$ cat src/rtl/control_sequencer.sv
// Hardwired Moore control unit for the bus-based CPU datapath.
// Steps fetch T0-T2 and decodes IR[31:27] into execute steps T3-T7.
module control_sequencer #(
  parameter int OPW = 5,
  parameter logic [OPW-1:0] ALU_ADD = 5'b00011,
  parameter logic [OPW-1:0] ALU_SUB = 5'b00100,
  parameter logic [OPW-1:0] ALU_AND = 5'b00101,
  parameter logic [OPW-1:0] ALU_OR  = 5'b00110
) (
  input  logic           Clock,
  input  logic           Reset_n,
  input  logic [31:0]    IR,
  input  logic           CON,
  input  logic           Stop,
  output logic           Run,
  output logic           PCin,
  output logic           IRin,
  output logic           MARin,
  output logic           MDRin,
  output logic           Yin,
  output logic           Zin,
  output logic           HIin,
  output logic           LOin,
  output logic           CONin,
  output logic           OUTPORTin,
  output logic           Rin,
  output logic           PCout,
  output logic           MDRout,
  output logic           ZLOout,
  output logic           ZHIout,
  output logic           HIout,
  output logic           LOout,
  output logic           INPORTout,
  output logic           Cout,
  output logic           Rout,
  output logic           BAout,
  output logic           Gra,
  output logic           Grb,
  output logic           Grc,
  output logic           IncPC,
  output logic           Read,
  output logic           Write,
  output logic [OPW-1:0] ALUop
);

  localparam logic [4:0] OP_LD   = 5'b00000;
  localparam logic [4:0] OP_LDI  = 5'b00001;
  localparam logic [4:0] OP_ST   = 5'b00010;
  localparam logic [4:0] OP_ADDI = 5'b01100;
  localparam logic [4:0] OP_ANDI = 5'b01101;
  localparam logic [4:0] OP_ORI  = 5'b01110;
  localparam logic [4:0] OP_BR   = 5'b10010;
  localparam logic [4:0] OP_JR   = 5'b10011;
  localparam logic [4:0] OP_IN   = 5'b10101;
  localparam logic [4:0] OP_OUT  = 5'b10110;
  localparam logic [4:0] OP_MFHI = 5'b10111;
  localparam logic [4:0] OP_MFLO = 5'b11000;
  localparam logic [4:0] OP_HALT = 5'b11010;

  typedef enum logic [3:0] {
    S_RST, S_T0, S_T1, S_T2, S_T3,
    S_T4, S_T5, S_T6, S_T7, S_HALT
  } state_t;

  state_t state, state_nx, state_end;

  logic [4:0] op;
  logic is_r, is_i, is_ldi, is_ld, is_st;
  logic is_br, is_jr, is_in, is_out;
  logic is_mfhi, is_mflo, is_halt;
  logic [OPW-1:0] imm_op;
  logic unused_ir;

  assign op        = IR[31:27];
  assign unused_ir = ^IR[26:0];

  assign is_r    = (op == ALU_ADD) || (op == ALU_SUB)
                || (op == ALU_AND) || (op == ALU_OR);
  assign is_i    = (op == OP_ADDI) || (op == OP_ANDI)
                || (op == OP_ORI);
  assign is_ldi  = (op == OP_LDI);
  assign is_ld   = (op == OP_LD);
  assign is_st   = (op == OP_ST);
  assign is_br   = (op == OP_BR);
  assign is_jr   = (op == OP_JR);
  assign is_in   = (op == OP_IN);
  assign is_out  = (op == OP_OUT);
  assign is_mfhi = (op == OP_MFHI);
  assign is_mflo = (op == OP_MFLO);
  assign is_halt = (op == OP_HALT);

  always_comb begin
    imm_op = ALU_ADD;
    if (op == OP_ANDI) imm_op = ALU_AND;
    if (op == OP_ORI)  imm_op = ALU_OR;
  end

  always_ff @(posedge Clock or negedge Reset_n) begin
    if (!Reset_n) state <= S_RST;
    else          state <= state_nx;
  end

  // Stop is only honoured on the final step of an instruction.
  assign state_end = Stop ? S_HALT : S_T0;

  always_comb begin
    state_nx = state;
    unique case (state)
      S_RST:  state_nx = S_T0;
      S_T0:   state_nx = S_T1;
      S_T1:   state_nx = S_T2;
      S_T2:   state_nx = S_T3;
      S_T3: begin
        if (is_halt)
          state_nx = S_HALT;
        else if (is_r | is_i | is_ldi | is_ld | is_st | is_br)
          state_nx = S_T4;
        else
          state_nx = state_end;
      end
      S_T4:   state_nx = S_T5;
      S_T5:   state_nx = (is_ld | is_st | is_br) ? S_T6 : state_end;
      S_T6:   state_nx = is_br ? state_end : S_T7;
      S_T7:   state_nx = state_end;
      S_HALT: state_nx = S_HALT;
      default: state_nx = S_RST;
    endcase
  end

  always_comb begin
    Run = 1'b0; PCin = 1'b0; IRin = 1'b0; MARin = 1'b0;
    MDRin = 1'b0; Yin = 1'b0; Zin = 1'b0; HIin = 1'b0;
    LOin = 1'b0; CONin = 1'b0; OUTPORTin = 1'b0; Rin = 1'b0;
    PCout = 1'b0; MDRout = 1'b0; ZLOout = 1'b0; ZHIout = 1'b0;
    HIout = 1'b0; LOout = 1'b0; INPORTout = 1'b0; Cout = 1'b0;
    Rout = 1'b0; BAout = 1'b0; Gra = 1'b0; Grb = 1'b0;
    Grc = 1'b0; IncPC = 1'b0; Read = 1'b0; Write = 1'b0;
    ALUop = '0;
    unique case (state)
      S_T0: begin
        Run = 1'b1; PCout = 1'b1; MARin = 1'b1;
        IncPC = 1'b1; Zin = 1'b1;
      end
      S_T1: begin
        Run = 1'b1; ZLOout = 1'b1; PCin = 1'b1;
        Read = 1'b1; MDRin = 1'b1;
      end
      S_T2: begin
        Run = 1'b1; MDRout = 1'b1; IRin = 1'b1;
      end
      S_T3: begin
        Run = 1'b1;
        unique case (1'b1)
          is_r, is_i: begin
            Grb = 1'b1; Rout = 1'b1; Yin = 1'b1;
          end
          is_ldi, is_ld, is_st: begin
            Grb = 1'b1; BAout = 1'b1; Yin = 1'b1;
          end
          is_br: begin
            Gra = 1'b1; Rout = 1'b1; CONin = 1'b1;
          end
          is_jr: begin
            Gra = 1'b1; Rout = 1'b1; PCin = 1'b1;
          end
          is_in: begin
            INPORTout = 1'b1; Gra = 1'b1; Rin = 1'b1;
          end
          is_out: begin
            Gra = 1'b1; Rout = 1'b1; OUTPORTin = 1'b1;
          end
          is_mfhi: begin
            HIout = 1'b1; Gra = 1'b1; Rin = 1'b1;
          end
          is_mflo: begin
            LOout = 1'b1; Gra = 1'b1; Rin = 1'b1;
          end
          default: ;
        endcase
      end
      S_T4: begin
        Run = 1'b1;
        unique case (1'b1)
          is_r: begin
            Grc = 1'b1; Rout = 1'b1; Zin = 1'b1; ALUop = op;
          end
          is_i: begin
            Cout = 1'b1; Zin = 1'b1; ALUop = imm_op;
          end
          is_ldi, is_ld, is_st: begin
            Cout = 1'b1; Zin = 1'b1; ALUop = ALU_ADD;
          end
          is_br: begin
            PCout = 1'b1; Yin = 1'b1;
          end
          default: ;
        endcase
      end
      S_T5: begin
        Run = 1'b1;
        unique case (1'b1)
          is_r, is_i, is_ldi: begin
            ZLOout = 1'b1; Gra = 1'b1; Rin = 1'b1;
          end
          is_ld, is_st: begin
            ZLOout = 1'b1; MARin = 1'b1;
          end
          is_br: begin
            Cout = 1'b1; Zin = 1'b1; ALUop = ALU_ADD;
          end
          default: ;
        endcase
      end
      S_T6: begin
        Run = 1'b1;
        unique case (1'b1)
          is_ld: begin
            Read = 1'b1; MDRin = 1'b1;
          end
          is_st: begin
            Gra = 1'b1; Rout = 1'b1; MDRin = 1'b1;
          end
          is_br: begin
            ZLOout = CON; PCin = CON;
          end
          default: ;
        endcase
      end
      S_T7: begin
        Run = 1'b1;
        unique case (1'b1)
          is_ld: begin
            MDRout = 1'b1; Gra = 1'b1; Rin = 1'b1;
          end
          is_st: Write = 1'b1;
          default: ;
        endcase
      end
      default: ;
    endcase
  end

endmodule

$ cat config.mk
export PLATFORM = sky130hd
export DESIGN_NAME = control_sequencer
export DESIGN_NICKNAME = d
export VERILOG_FILES = /design/src/rtl/control_sequencer.sv
export SDC_FILE = /design/constraint.sdc
export NUM_CORES = 1
export LEC_CHECK = 0
export CAP_MARGIN = 20
export CORE_MARGIN = 2
export CORE_UTILIZATION = 25
export CTS_CLUSTER_DIAMETER = 120
export DETAILED_ROUTE_END_ITERATION = 7
export PLACE_DENSITY_LB_ADDON = 0.3
export SYNTH_ARGS = -nofsm -noshare
export SYNTH_HDL_FRONTEND = slang
export SYNTH_SLANG_ARGS = --single-unit
$ cat constraint.sdc
create_clock -name Clock -period 3.4 [get_ports Clock]
set_input_delay 0.68 -clock Clock [delete_from_list [all_inputs] [get_ports Clock]]
set_output_delay 0.68 -clock Clock [all_outputs]
set_load 0.02 [all_outputs]
== Word level (Yosys, flattened, before mapping) ==
Index checks and enable logic that the tools add are counted.

* Output and inout bits: 33
* Logic and storage cells: 103
* Register bits after elaboration: 4
* Input port bits: 36

* Muxes and demuxes: 54
* Reductions and logical operators: 16
* Bitwise gates (word level): 7
* Equal/unequal tests: 25

{| class="wikitable"
|+ Operator list
! cell !! count
|-
| case mux 4 bit (10 select lines) || 1
|-
| equality test 5 bit, second input constant || 7
|-
| two-way mux 1 bit || 30
|-
| two-way mux 4 bit || 5
|-
| equality test 4 x 3 -> 1 bit, second input constant || 4
|-
| equality test 5 x 3 -> 1 bit, second input constant || 3
|-
| equality test 5 x 4 -> 1 bit, second input constant || 3
|-
| case mux 1 bit (3 select lines) || 5
|-
| case mux 5 bit (3 select lines) || 1
|-
| case mux 1 bit (2 select lines) || 7
|-
| equality test 5 x 2 -> 1 bit, second input constant || 2
|-
| case mux 5 bit (2 select lines) || 1
|-
| OR reduction 5 bit || 2
|-
| OR reduction 3 bit || 3
|-
| equality test 4 x 2 -> 1 bit, second input constant || 2
|-
| equality test 4 bit, second input constant || 2
|-
| OR reduction 8 bit || 1
|-
| OR 1 bit || 7
|-
| two-way mux 3 bit || 2
|-
| OR reduction 6 bit || 1
|-
| equality test 5 x 1 -> 1 bit, second input constant || 1
|-
| logical NOT 5 bit || 1
|-
| logical OR 1 bit || 5
|-
| equality test 4 x 1 -> 1 bit, second input constant || 1
|-
| other kinds (5) || 5
|}

== Logic depth before layout (Yosys ltp) ==
Gate-level depths: netlist (run 1).

* Depth after elaboration: 12
* Mapped depth: 5
* Gate-level depth less buffers: 4

== Least setup slack after synthesis (run 1) ==
Ideal clock, no wire load.

* Kind: input to output
* Start: input IR[27]
* End: output Cout
* Path buffers: 1
* Slack: 0.814 ns
* Arrival time: 1.906 ns
* Data required time: 2.720 ns
* Stages on the path: 4
* Cells stage by stage: and2_1 buf_2 or3_1 o32ai_1

* Word-level cells in the longest chain between the ends: 6
* Elaborated cells between the ends (all ways): 13
* Classes of those cells: eq/ne (6); mux (3); reduce/logical (4)

{| class="wikitable"
|+ RTL lines
! what !! line !! text
|-
| from (decl) || 12 || <nowiki>input logic [31:0] IR,</nowiki>
|-
| equality test 5 x 4 -> 1 bit || 79 || <nowiki>assign is_i = (op == OP_ADDI) || (op == OP_ANDI)</nowiki>
|-
| logical OR 1 bit || 79 ||
|-
| logical OR 1 bit || 80 || <nowiki>|| (op == OP_ORI);</nowiki>
|-
| OR reduction 4 bit (no line) || -- ||
|-
| two-way mux 1 bit || 183 || <nowiki>unique case (1'b1)</nowiki>
|-
| case mux 1 bit (2 select lines) * || 139 || <nowiki>unique case (state)</nowiki>
|-
| to (decl) || 34 || <nowiki>output logic Cout,</nowiki>
|}

Mark *: on every way between the ends. The rest lies on a longest branch, timed or not.

== Final worst setup path (run 1) ==
* Start: input IR[27]
* End: output Zin

* Word-level cells in the longest chain between the ends: 7
* Elaborated cells between the ends (all ways): 20
* Classes of those cells: eq/ne (10); mux (3); reduce/logical (7)

{| class="wikitable"
|+ RTL lines
! what !! line !! text
|-
| equality test 5 x 2 -> 1 bit / equality test 5 x 3 -> 1 bit (equally long branches) || 77 || <nowiki>assign is_r = (op == ALU_ADD) || (op == ALU_SUB)</nowiki>
|-
| logical OR 1 bit || 77 ||
|-
| logical OR 1 bit (2 in a row) || 78 || <nowiki>|| (op == ALU_AND) || (op == ALU_OR);</nowiki>
|-
| OR reduction 5 bit (no line) || -- ||
|-
| two-way mux 1 bit || 183 ||
|-
| case mux 1 bit (3 select lines) * || 139 ||
|-
| to (decl) || 21 || <nowiki>output logic Zin,</nowiki>
|}

Marks and branches as above.

==> results of run 1 <==
==> kinds of logic after synthesis <==
logic type                Yosys count  share of synthesized area
buffers and inverters              22                      0.127
DFF                                 4                      0.107
and+or+nand+nor                    66                      0.430
AOI/OAI and AO/OA                  40                      0.313
xor gates and xnor gates            2                     0.0187
other                               1                    0.00401
==> how the worst min path moves through the flow <==
stage / end / depth (start not counted) / startpoint / slack (ps)
global placement: state[2] / 2 / state[3] / 620
global route: state[3] / 1 / Reset_n / 660
floorplan: state[0] / 0 / Reset_n / 380
CTS: state[2] / 2 / state[3] / 640
detailed placement: state[2] / 2 / state[3] / 630
finish: state[2] / 2 / state[3] / 630
==> synth_stat cells (5+ instances only) <==
master	number	area [um2]
buf_2	5	25.0
nor2b_1	5	31.3
nand2_1	8	30.0
nor2_1	12	45.0
a21oi_1	6	30.0
clkbuf_1	7	26.3
nor3_1	5	25.0
buf_4	6	45.0
==> where the power goes <==
group	switching (mW)	internal, mW	total [mW]
Sequential	0.0403	0.0704	0.111
Clock	0.0222	0.0752	0.0974
Combinational	0.340	0.288	0.628
Total	0.402	0.434	0.836
==> area by class of cell <==
| cell class | count | area (um2) |
|---|---|---|
| flip-flops and latches | 4 | 100 |
| well taps | 48 | 60.1 |
| inverters | 3 | 11.3 |
| fillers | 375 | 2120 |
| multi-input cells | 113 | 744 |
| repair buffers | 60 | 556 |
| clock buffers | 3 | 41.3 |
==> routing by layer <==
| layer | part of all wire | track usage | vias up |
|---|---|---|---|
| li1 | - | - | 592 |
| met1 | 0.43 | 0.208 | 545 |
| met2 | 0.51 | 0.268 | 44 |
| met3 | 0.044 | 0.0137 | 6 |
| met4 | 0.020 | 0.0625 | 0 |
| met5 | 0 | 0 | - |
==> worst max-delay path, delay by kind of cell <==
| kind | cells | cell delay [ps] |
|---|---|---|
| buf+inv | 2 | 1070 |
| compound gates | 2 | 620 |
| simple gates | 2 | 330 |
==> metrics by stage <==
stage / setup slack [ps] / hold slack, ps / std cells / total power [mW]
after floorplan: 814 / 384 / 139 / 0.488
after global placement: -14.7 / 620 / 228 / 0.735
after detailed placement: -66.0 / 633 / 228 / 0.742
after CTS: 7.75 / 637 / 231 / 0.843
after global routing: 8.24 / 665 / 231 / 0.903
final: 28.9 / 628 / 231 / 0.836
==> timing repair <==
action / in CTS / in global routing
setup endpoints to repair: 2 / 9
gates resized for setup: 2 / 10
hold buffers: 0 / 0
==> results.json, run 1 <==
{
  "ys_ff_latch": 4,
  "final-hold-violation-count": 0,
  "grt_pass1_vias": 1128,
  "htreeDepth": 1,
  "slew-limit-headroom": 0.586,
  "leakagePower_nw": 0.713,
  "final_cell_mix": "clkdlybuf4s50_1 (27), buf_4 (24), nor2_1 (12)",
  "dp_hpwl_um": 2530,
  "wl_per_cell_um": 13.8,
  "synthArstFlopShare": 1.00,
  "ir_worst_vdd_mv": 0.344,
  "cpMostUsedCell": "clkdlybuf4s50_1",
  "slowest_stage": "clkdlybuf4s50_1",
  "largestRegisters": "state x4",
  "crit_path_start_kind": "input pin",
  "yosys_warnings": 0,
  "die_x_um": 65.1,
  "synth_ff_type": "dfrtp_1",
  "setup_viol": 0,
  "portBuffers": 36,
  "nets": 221,
  "seq_area_frac_synth": 0.107,
  "crit_end": "Zin",
  "row_count": 22,
  "drv_cap": 0,
  "worstMarginPinSlew_ps": 606,
  "reg2reg_from": "state[0]",
  "cts_buffer_depth": 2,
  "status": "finished, final reports clean",
  "grt_pass1_wl_um": 5340,
  "utilization": 0.416,
  "placed_cell_area_um2": 1440,
  "cts.sinks": 4,
  "vias": 1187,
  "layout-drive-gt1-share": 0.208,
  "die-area_um2": 4240,
  "clk_pin_slew_worst_paths_ps": 30,
  "min_path_type": "register to register",
  "clk_latency_ps": 210,
  "required_ps": 2720,
  "max_freq_mhz": 297,
  "antenna_found_initial": 0,
  "r2r_end": "state[3]",
  "io_pins": 69,
  "post-cts-setup-buffers": 0,
  "root_buffer": "clkbuf_8",
  "largest_register_ffs": 4,
  "syn2layout_area_growth_pct": 61.8,
  "grt_overflow": 0,
  "ant_nets": 0,
  "cp-end-kind": "output pin",
  "r2r_setup_slack_ps": 1880,
  "ys_types": 52,
  "start_util": 0.257,
  "syn_area_per_cell_um2": 6.92,
  "cp_data_arrival_time_ps": 2690,
  "final_cell_area_um2": 1510,
  "rsz0062_at_grt": "no",
  "crit_start": "IR[27]",
  "clock_skew_ps": 0.729,
  "dr.first_iter.drc_count": 66,
  "power_density_nw_per_um2": 553,
  "cts_tree": "yes",
  "syn_inst": 135,
  "syn_area_um2": 935,
  "crit_path_max_incr_delay_ps": 600,
  "grt_max_degree": 16,
  "cts_made_buffers": 3,
  "top_register": "state",
  "grt_util_all_layers": 0.158,
  "fin_setup_tns_ps": 0,
  "dr.pass1.iters": 4,
  "path_cells": "clkdlybuf4s50_1 > and2_1 > a211o_1 > o22a_1 > nand2_1 > clkdlybuf4s50_1",
  "place.gp.congestion": 0.886,
  "drc": 0,
  "wl_um": 3180,
  "layout_commonest_cell": "clkdlybuf4s50_1",
  "slew_violations": 0,
  "finalCritPeriodShare": 0.991,
  "min_period_ps": 3370,
  "reg2reg_depth": 3,
  "chipHeight_um": 65.1,
  "synth_edf_count": 0,
  "worstSetupPathType": "input pin to output pin",
  "cp_max_fo": 4,
  "coreArea_um2": 3630,
  "vias_per_cell": 5.14,
  "diodes": 0
}
Power figures use the tool's default switching activity.
==> inputs of run 2 (changes only) <==
--- a/config.mk
+++ b/config.mk
@@ -11,5 +11,4 @@
 export CTS_CLUSTER_DIAMETER = 120
 export DETAILED_ROUTE_END_ITERATION = 7
-export PLACE_DENSITY_LB_ADDON = 0.3
 export SYNTH_ARGS = -nofsm -noshare
 export SYNTH_HDL_FRONTEND = slang
==> constraint.sdc (replaced) <==
create_clock -name Clock -period 3.4 [get_ports Clock]
set_input_delay 0.68 -clock Clock [delete_from_list [all_inputs] [get_ports Clock]]
set_output_delay 0.68 -clock Clock [all_outputs]
set_load 0.05 [all_outputs]
==> run 2 against run 1 <==
Effect of this change: design area is 7.7% higher; final cell count shrank 6.1%; critical path depth did not move; worst hold slack improved by 37 ps; clock-buffer cell count stayed put; first-iteration DRC count down 12%; global-route usage down 0.23 points; largest cell class unchanged; largest power group unchanged; highest routed layer unchanged.
==> results.json, run 2 (same netlist as run 1, synthesis figures left out) <==
{
  "max_freq_mhz": 309,
  "grt_max_degree": 19,
  "io_pins": 69,
  "met1_usage": 0.193,
  "top_register": "state",
  "start_util": 0.257,
  "worstMarginPinSlew_ps": 494,
  "power_density_nw_per_um2": 700,
  "ant_nets": 0,
  "dr.first_iter.drc_count": 58,
  "cp_max_fo": 8,
  "coreArea_um2": 3630,
  "clk_pin_slew_worst_paths_ps": 30,
  "min_period_ps": 3240,
  "cts_made_buffers": 3,
  "slew-limit-headroom": 0.662,
  "setup_viol": 0,
  "row_count": 22,
  "cp_data_arrival_time_ps": 2560,
  "cp-end-kind": "output pin",
  "busiest_layer": "met2",
  "die_x_um": 65.1,
  "wl_um": 3140,
  "grt_pass1_vias": 1095,
  "p_sw_mw": 0.619,
  "syn2layout_area_growth_pct": 74.3,
  "final-hold-violation-count": 0,
  "nets": 207,
  "place.gp.congestion": 0.918,
  "ir_worst_vdd_mv": 0.315,
  "crit_path_start_kind": "input pin",
  "min_path_type": "input pin to async pin",
  "final_cell_mix": "buf_12 (25), nor2_1 (12), clkdlybuf4s50_1 (11)",
  "use_met2": 0.268,
  "layout-drive-gt1-share": 0.278,
  "chipHeight_um": 65.1,
  "portBuffers": 36,
  "slew_violations": 0,
  "grt_util_all_layers": 0.156,
  "grt_util_met3": 0.0308,
  "leakagePower_nw": 0.622,
  "cts.sinks": 4,
  "required_ps": 2720,
  "cts_resized": 0,
  "dp_slack_ps": 186,
  "largest_register_ffs": 4,
  "clock_skew_ps": 2.93,
  "htreeDepth": 1,
  "worstSetupPathType": "input pin to output pin",
  "die-area_um2": 4240,
  "drc": 0,
  "dp_hpwl_um": 2470,
  "wl_per_cell_um": 14.5,
  "layout_commonest_cell": "buf_12",
  "power_mw": 1.14,
  "grt_pass1_wl_um": 5260,
  "ctsHoldBuffers": 0,
  "vias": 1169,
  "cts_buffer_depth": 2,
  "post-cts-setup-buffers": 0,
  "largestRegisters": "state x4",
  "grt_overflow": 0,
  "cts_tree": "yes",
  "clk_latency_ps": 220,
  "antenna_found_initial": 0,
  "pwr-share-seq": 0.135,
  "vias_per_cell": 5.39,
  "internal_power_mw": 0.521,
  "switching_share": 0.543,
  "rsz0062_at_grt": "no",
  "drv_cap": 0,
  "root_buffer": "clkbuf_8",
  "diodes": 0,
  "fin_setup_tns_ps": 0,
  "status": "finished, final reports clean",
  "dr.pass1.iters": 4,
  "pwr-share-clk": 0.087,
  "p_comb_frac": 0.778,
  "finalCritPeriodShare": 0.952,
  "setup_slack_ps": 163
}
## run 2: cell type report
cell class	instances	area, um2
clock buffers	3	41.3
fillers	375	2000
inverters	3	11.3
multi-input cells	113	731
flip-flops and latches	4	100
well taps	48	60.1
repair buffers	46	686
## run 2: critical path, cell delays in order
cell	delay, ps
clkdlybuf4s50_1	570
nor2b_1	240
a211o_1	350
o22a_1	260
a31oi_1	280
buf_12	180
## run 2: power groups by stage
| stage | Clock [mW] | Combinational, mW | Sequential [mW] |
|---|---|---|---|
| 5_1_grt | 0.108 | 0.937 | 0.164 |
| 3_3_place_gp | 0 | 0.883 | 0.150 |
| 4_1_cts | 0.102 | 0.894 | 0.152 |
| 3_5_place_dp | 0 | 0.891 | 0.153 |
| 2_1_floorplan | 0 | 0.584 | 0.0952 |
| 6_report | 0.0988 | 0.887 | 0.154 |
## run 2: final timing paths
kind,slack [ps],to,cells past startpoint,startpoint
worst max register to register,1810,state[3],3,state[0]
max in group asynchronous,2570,state[3],1,Reset_n
worst min register to register,720,state[1],1,state[3]
min in group Clock,720,state[1],1,state[3]
worst min-delay path,660,state[0],1,Reset_n
worst max-delay path,160,ALUop[1],6,IR[30]
## run 2: metal layers
layer  part of all wire  wire, um
met3              0.065       204
met5                  0         0
met4             0.0099        31
met2               0.52      1640
met1               0.40      1270
## run 2: per-stage QoR
stage	hold WS, ps	cell area (um2)	util	cells
floorplan	384	950	-	139
global placement	695	1590	0.437	214
detailed placement	718	1590	0.437	214
CTS	665	1630	0.448	217
global route	671	1630	0.448	217
finish	664	1630	0.448	217
==> inputs of run 3 (changes only) <==
- CELL_PAD_IN_SITES_DETAIL_PLACEMENT: default -> 0
- CELL_PAD_IN_SITES_GLOBAL_PLACEMENT: default -> 1
- CORE_UTILIZATION: 25 -> 24
- PLACE_DENSITY_LB_ADDON: default -> 0.1
==> run 3 against run 2 <==
Effect of this change: non-clock buffer count is 1 higher; maximum frequency down 0.42%; die area increased by 3.9%; clock skew down 1.1 ps; flip-flop and latch count did not move; final cell count increased by 0.46%; combinational power barely moved; core utilization decreased by 0.79 points; worst setup slack lost 14 ps; register-to-register slack better by 20 ps.
==> results.json, run 3 (same netlist as run 1, synthesis figures left out) <==
{
  "cts.sinks": 4,
  "layout-drive-gt1-share": 0.282,
  "grt_pass1_wl_um": 5280,
  "final-hold-violation-count": 0,
  "antenna_found_initial": 0,
  "status": "finished, final reports clean",
  "top_register": "state",
  "worstMarginPinSlew_ps": 543,
  "finalCritPeriodShare": 0.956,
  "layout_commonest_cell": "buf_12",
  "vias_per_cell": 5.19,
  "post-cts-setup-buffers": 0,
  "slew-limit-headroom": 0.629,
  "wl_per_cell_um": 14.3,
  "hold_ws_ps": 662,
  "worstSetupPathType": "input pin to output pin",
  "cp-end-kind": "output pin",
  "largestRegisters": "state x4",
  "power_density_nw_per_um2": 695,
  "wl_um": 3120,
  "cp_max_fo": 8,
  "clk_pin_slew_worst_paths_ps": 30,
  "ctsHoldBuffers": 0,
  "min_path_type": "input pin to async pin",
  "crit_path_start_kind": "input pin",
  "power_mw": 1.14,
  "min_period_ps": 3250,
  "dr.pass1.iters": 4,
  "die_x_um": 66.4,
  "drv_cap": 0,
  "cts_resized": 0,
  "slowest_stage": "clkdlybuf4s50_1",
  "placed_cell_area_um2": 1600,
  "final_cell_area_um2": 1640,
  "slew_violations": 0,
  "grt_util_all_layers": 0.155,
  "portBuffers": 36,
  "path_cells": "clkdlybuf4s50_1 > and2_1 > a211o_1 > o22a_1 > a31oi_1 > buf_12",
  "diodes": 0,
  "rsz0062_at_grt": "no",
  "ir_worst_vdd_mv": 0.426,
  "crit_path_max_incr_delay_ps": 550,
  "place.gp.congestion": 0.816,
  "coreArea_um2": 3720,
  "grt_max_degree": 17,
  "cts_buffer_depth": 2,
  "syn2layout_area_growth_pct": 75.1,
  "setup_viol": 0,
  "io_pins": 69,
  "dr.first_iter.drc_count": 73,
  "die-area_um2": 4410,
  "cts_made_buffers": 3,
  "vias": 1132,
  "cp_data_arrival_time_ps": 2570,
  "grt_pass1_vias": 1061,
  "drc": 0,
  "start_util": 0.252,
  "nets": 208,
  "fin_setup_tns_ps": 0,
  "final_cell_mix": "buf_12 (25), nor2_1 (12), clkdlybuf4s50_1 (11), buf_4 (11), nand2_1 (8)",
  "htreeDepth": 1,
  "max_freq_mhz": 308,
  "required_ps": 2720,
  "row_count": 22,
  "dp_hpwl_um": 2560,
  "cts_tree": "yes",
  "ant_nets": 0,
  "chipHeight_um": 66.4,
  "root_buffer": "clkbuf_8",
  "final_cells": 218,
  "clock_skew_ps": 1.83,
  "dpl.cell_count": 215,
  "grt_overflow": 0,
  "largest_register_ffs": 4,
  "clk_latency_ps": 210,
  "leakagePower_nw": 0.626
}
run 3: area by class of cell:
type,instances,area (um2)
clock buffer,3,41.3
sequential,4,100
timing repair buffer,47,693
inverter,3,11.3
tap,48,60.1
multi-input combinational,113,731
fill,380,2080
run 3: worst paths after layout:
check	startpoint	end	slack, ps	cells past startpoint
hold / removal	Reset_n	state[0]	660	1
max in group asynchronous	Reset_n	state[3]	2580	1
setup / recovery	IR[28]	ALUop[1]	150	6
min in group Clock	state[3]	state[2]	720	1
hold reg to reg	state[3]	state[2]	720	1
setup reg to reg	state[0]	state[3]	1830	3
run 3: report_power, final:
group	leakage (nW)	switching (mW)	internal [mW]
Clock	0.0216	0.0219	0.0752
Combinational	0.554	0.510	0.377
Sequential	0.0504	0.0839	0.0695
Total	0.626	0.616	0.522
run 3: metrics by stage:
step           setup slack, ps  utilization
2_1_floorplan              160            -
3_3_place_gp               154        0.429
3_5_place_dp               161        0.429
4_1_cts                    157        0.440
5_1_grt                   59.9        0.440
6_report                   150        0.440
run 3: metal layers:
layer | vias to the layer above | wire (um) | global-route usage
met4 | 0 | 17 | 0.0459
met2 | 34 | 1550 | 0.250
met5 | - | 0 | 0
met3 | 2 | 132 | 0.0204
met1 | 534 | 1420 | 0.212
li1 | 562 | - | -
run 3: critical path: cells and delay by family:
family,cells,cell delay (ps)
AOI/OAI and AO/OA,3,880
and+or+nand+nor,1,280
buffers and inverters,2,730
